`config.mk`:
```
export PLATFORM = sky130hd
export DESIGN_NAME = full_adder
export DESIGN_NICKNAME = d
export VERILOG_FILES = /design/src/rtl/full_adder_pkg.sv /design/src/rtl/full_adder_cell.sv /design/src/rtl/full_adder.sv
export SDC_FILE = /design/constraint.sdc
export NUM_CORES = 1
export LEC_CHECK = 0
export ABC_AREA = 1
export CORE_MARGIN = 2
export CORE_UTILIZATION = 32
export CTS_CLUSTER_DIAMETER = 100
export DETAILED_ROUTE_END_ITERATION = 16
export PLACE_DENSITY = 0.8
export SETUP_SLACK_MARGIN = 0.5
export SYNTH_ARGS = -nofsm -noshare
export SYNTH_HDL_FRONTEND = slang
export SYNTH_SLANG_ARGS = --single-unit
```
`constraint.sdc`:
```
create_clock -name clk -period 5.75 [get_ports clk]
set_input_delay 1.15 -clock clk [delete_from_list [all_inputs] [get_ports clk]]
set_output_delay 1.15 -clock clk [all_outputs]
set_load 0.005 [all_outputs]
```
`src/rtl/full_adder_pkg.sv`:
```
// Shared constants for the ripple-carry adder slice.
package full_adder_pkg;

    localparam int unsigned DefaultWidth = 8;

endpackage

```
`src/rtl/full_adder_cell.sv`:
```
// One-bit gate-level full-adder cell built from XOR/AND/OR primitives.
module full_adder_cell (
    input  logic a,
    input  logic b,
    input  logic ci,
    output logic s,
    output logic co
);

    logic p;
    logic g;
    logic pc;

    xor u_xor_p (p, a, b);
    xor u_xor_s (s, p, ci);
    and u_and_g (g, a, b);
    and u_and_pc (pc, ci, p);
    or  u_or_co (co, g, pc);

endmodule

```
`src/rtl/full_adder.sv`:
```
// Parameterised ripple-carry adder with a combinational result and a registered copy.
module full_adder
    import full_adder_pkg::*;
#(
    parameter int unsigned WIDTH = DefaultWidth
) (
    input  logic             clk,
    input  logic             rst,
    input  logic [WIDTH-1:0] a,
    input  logic [WIDTH-1:0] b,
    input  logic             c_in,
    output logic [WIDTH-1:0] sum,
    output logic             c_out,
    output logic [WIDTH-1:0] sum_q,
    output logic             c_out_q
);

    logic [WIDTH:0]   carry;
    logic [WIDTH-1:0] sum_d;
    logic             c_out_d;

    assign carry[0] = c_in;

    for (genvar i = 0; i < WIDTH; i++) begin : g_cell
        full_adder_cell u_cell (
            .a  (a[i]),
            .b  (b[i]),
            .ci (carry[i]),
            .s  (sum[i]),
            .co (carry[i+1])
        );
    end

    assign c_out = carry[WIDTH];

    always_comb begin
        sum_d   = sum;
        c_out_d = c_out;
    end

    // Reset clears only the registered copy; the ripple chain stays live.
    always_ff @(posedge clk or posedge rst) begin
        if (rst) begin
            sum_q   <= '0;
            c_out_q <= 1'b0;
        end else begin
            sum_q   <= sum_d;
            c_out_q <= c_out_d;
        end
    end

endmodule

```
After elaboration in Yosys (flattened, before gate mapping)
Cells that the tools add are included.
Operators by class
  $add $sub $neg: 0
  $mul: 0
  div/mod/pow operators: 0
  order comparisons: 0
  equal/unequal tests: 0
  shift operators: 0
  mux-type cells: 0
  bitwise logic cells: 40
  reductions and logical operators: 0
Operator list (count)
  $and A1 B1 Y1: 16
  $xor A1 B1 Y1: 16
  $or A1 B1 Y1: 8
Word-level totals
  flip-flop bits (word level): 9
  bits in latches: 0
  memory bits (writable): 0
  ROM bits: 0
  bits of input ports: 19
  output and inout bits: 18
  word-level logic and storage cells: 42
  memories: 0

Depth between registers and ports, before layout
  depth in word-level cells: 17
  depth in mapped cells: 13
  depth with buffers taken out: 12

Cells and area by module
Synthesis repeated with hierarchy kept, for this count alone.
Second synthesis, totals
  cell total of the unflattened synthesis: 18
  area total of the unflattened synthesis: 389.1 um^2
By module, submodules not included
  full_adder: instances 1, cells an instance 10, area an instance 229.0 um^2, seq. area each 225.2 um^2
  full_adder_cell: instances 8, cells an instance 1, area an instance 20.0 um^2, seq. area each 0.0 um^2

Worst setup path before layout
No wires, ideal clock.
  path type: input-to-output
  from: input a[0]
  to: output sum[7]
  arrival: 4278 ps
  data required time: 4600 ps
  setup slack: 322 ps
  stages: 13
  buffers on the path: 1
  cells stage by stage: inv_1 -> fa_1 -> inv_1 -> fa_1 -> fa_1 -> fa_1 -> fa_1 -> fa_1 -> fa_1 -> inv_1 -> fa_1 -> inv_1 -> buf_4
Between the ends
  cells in the longest elaborated chain, start to end: 16
  elaborated cells between the ends (all ways): 17
  classes of those cells: bitwise: 17
Ends and longest elaborated chain
  start, declared: RTL line full_adder.sv:9  | input logic [WIDTH-1:0] a,
  $xor A1 B1 Y1: RTL line full_adder_cell.sv:14  | xor u_xor_p (p, a, b);
  $and A1 B1 Y1: RTL line full_adder_cell.sv:17  | and u_and_pc (pc, ci, p);
  $or A1 B1 Y1 (*): RTL line full_adder_cell.sv:18  | or u_or_co (co, g, pc);
  $and A1 B1 Y1 (*): RTL line full_adder_cell.sv:17
  $or A1 B1 Y1 (*): RTL line full_adder_cell.sv:18
  $and A1 B1 Y1 (*): RTL line full_adder_cell.sv:17
  $or A1 B1 Y1 (*): RTL line full_adder_cell.sv:18
  $and A1 B1 Y1 (*): RTL line full_adder_cell.sv:17
  $or A1 B1 Y1 (*): RTL line full_adder_cell.sv:18
  $and A1 B1 Y1 (*): RTL line full_adder_cell.sv:17
  $or A1 B1 Y1 (*): RTL line full_adder_cell.sv:18
  $and A1 B1 Y1 (*): RTL line full_adder_cell.sv:17
  $or A1 B1 Y1 (*): RTL line full_adder_cell.sv:18
  $and A1 B1 Y1 (*): RTL line full_adder_cell.sv:17
  $or A1 B1 Y1 (*): RTL line full_adder_cell.sv:18
  $xor A1 B1 Y1 (*): RTL line full_adder_cell.sv:15  | xor u_xor_s (s, p, ci);
  end, declared: RTL line full_adder.sv:12  | output logic [WIDTH-1:0] sum,
Mark *: on every way between the ends. The rest lies on a longest branch, timed or not.

Final worst setup path
Same ends and word-level chain as after synthesis.

==> flow_summary.yaml <==
final_layout:
  syn2layout_area_growth_pct: 76.35
  num_antenna_cells: 0
  drive_above_1_share_pct: 31.43
  fin_nets: 98
power:
  p_leak_uw: 0.0003869
  sw_frac_of_total_pct: 23.75
  p_comb_share_pct: 40.7
  powerDensity_mw_per_mm2: 241.8
  switchingPower_uw: 49.29
  intPower_uw: 158.2
  power_frac_clock_pct: 21.9
  ir_drop_mv: 0.1046
  power.share.sequential_pct: 37.4
synth:
  synthTopCellsByCount: "inv_1, dfrtp_1, buf_4, fa_1"
  synth_seq_cells: 9
  syn-mean-instance-area_sq_um: 13.52
  netlist_instances: 36
  ys.flop_type: "dfrtp_1"
  syn_area_sq_um: 486.7
  syn-num-nets: 63
  synth_top_cell_area_share_pct: 46.27
  synth_edf_count: 0
  async_reset_ff_share_pct: 100.0
  yosys_warnings: 0
  synth_top_cell_by_area: "dfrtp_1"
  yosys.cell_count.top_type: "inv_1"
  synth_area_leaders: "dfrtp_1, fa_1, buf_4"
  yosysUniqueCellTypes: 4
  yosysSeqAreaShare_pct: 46.27
clocking:
  ctsHoldBuffers: 0
  cts_tree: "done"
  clk_pin_slew_worst_paths_ns: 0.06
  clockBufferDepth: 2
  cts_num_sinks: 9
  cts_root_buf: "clkbuf_4"
  numCtsBuffers: 3
  cts_max_level: 1
grt:
  antenna_found_initial: 0
  first_global_vias: 346
  grtUsageTotal_pct: 11.01
  grt_max_degree: 10
  grt_pass1_wl_mm: 1.455
  overflow: 0
floorplan:
  die-area_sq_mm: 0.001849
  start_util_pct: 33.08
  die_h_um: 43
  ios: 37
  design.core.area_sq_mm: 0.001471
  placementRows: 14
  die_w_um: 43
detailed_routing:
  wl_um: 946
  vias: 330
  via_per_inst: 3.837
  first_pass_iters: 1
  routedWlPerCell_um: 11.00
  drcViolationCount: 0
  drt_iter0_markers: 0
  ant_nets: 0
flow_run:
  drv_cap: 0
worst_setup_path:
  worstPathArrival_ns: 4.26
  worstPathRequired_ns: 4.60
  cp_max_fo: 2
  cp-start-kind: "primary input"
  critical_path_class: "primary input to output pin"
  worstSetupEndpointType: "output pin"
timing:
  drv_slew: 0
  fin_crit_sh_pct: 94.11
  tightestPinTransition_ns: 0.3071
  timing.final.ws_setup_ns: 0.3386
  period_needed_ns: 5.411
  max_slew_margin_pct: 79.51
  hold_violations: 0
  fin_setup_tns_ns: 0
  clock.fmax_mhz: 184.8
  rsz0062_at_grt: "true"
  setup_violations: 0
status:
  status: "finished clean"
placement:
  dpl_worst_slack_ns: -0.4277
  dp.final_hpwl_um: 872.3
  io_buffers: 36
  place.gp.congestion: 0.6419
hold_path:
  worst_hold_path_type: "primary input to asynchronous set/reset pin"
==> placed cells by master (no fill, tap or decap), drive strengths merged <==
cell | synthesis | routed
buf | 8 | 7
inv | 11 | 11
dlygate4sd2 | 0 | 3
clkbuf | 0 | 4
dfrtp | 9 | 9
fa | 8 | 8
clkdlybuf4s50 | 0 | 28
==> cells by family (layout without fill, tap and decap cells) <==
| logic type | after synthesis | after routing | share of synthesized area, % |
|---|---|---|---|
| adders and majority gates | 8 | 8 | 32.90 |
| buffers and inverters | 19 | 53 | 20.82 |
| DFF | 9 | 9 | 46.27 |
==> flip-flops by register name, summed over array words and instances, names as in the netlist <==
signal and cells:
sum_q 8, c_out_q 1
==> worst max-delay path: stages <==
cell and delay (ns):
buf_6 0.09, inv_4 0.04, fa_2 0.19, inv_2 0.04, fa_2 0.35, fa_2 0.38
fa_2 0.34, fa_2 0.34, fa_2 0.34, fa_2 0.34, inv_2 0.06, fa_1 0.40
inv_1 0.08, buf_2 0.11
==> power groups by stage <==
stage / Sequential (uW) / Clock (uW) / Combinational [uW]
after floorplan: 80.5 / 0 / 33.1
after global placement: 78.2 / 0 / 85.9
after detailed placement: 79.1 / 0 / 88.8
after CTS: 77.8 / 48.1 / 86.4
after global routing: 78.6 / 50.2 / 92.2
final: 77.5 / 45.4 / 84.6
==> per-layer routing <==
layer | up-vias | wire length (um) | track usage [%]
met3 | 0 | 57 | 0
met2 | 13 | 590 | 20.00
met5 | - | 0 | 0
met4 | 0 | 0 | 9.091
li1 | 158 | - | -
met1 | 159 | 299 | 11.76
==> path summary, 6_finish.rpt <==
kind,cells past startpoint,slack (ns),end,start
max,14,0.34,sum[7],a[0]
min,2,1.14,sum_q[5],rst
max in group asynchronous,2,4.37,sum_q[7],rst
min in group clk,4,1.31,sum_q[0],c_in
==> timing repair <==
action | in CTS | in global routing
gates cloned | 0 | 0
pin swaps | 8 | 8
resized for setup | 32 | 1
endpoints found under the setup margin | 4 | 4
endpoints found under the hold margin | 0 | 0
setup buffers | 0 | 0
==> layout make-up <==
type | count | area, sq um
clock buffer | 4 | 26.28
fill | 132 | 613.1
inverter | 11 | 43.79
multi-input combinational | 8 | 177.7
sequential | 9 | 225.2
tap | 16 | 20.02
timing repair buffer | 38 | 365.4
==> per-stage QoR <==
stage | power (uW) | util, % | cell area, sq um | instances | hold WS [ns]
after floorplan | 113.6 | - | 499.2 | 36 | 0.9779
after global placement | 164.1 | 56.72 | 834.6 | 82 | 1.415
after detailed placement | 167.8 | 56.72 | 834.6 | 82 | 1.420
after CTS | 212.4 | 57.91 | 852.1 | 86 | 1.149
after global routing | 221.1 | 58.33 | 858.3 | 86 | 1.186
final | 207.5 | 58.33 | 858.3 | 86 | 1.144
Note: power is estimated with default switching activity, not from simulation.
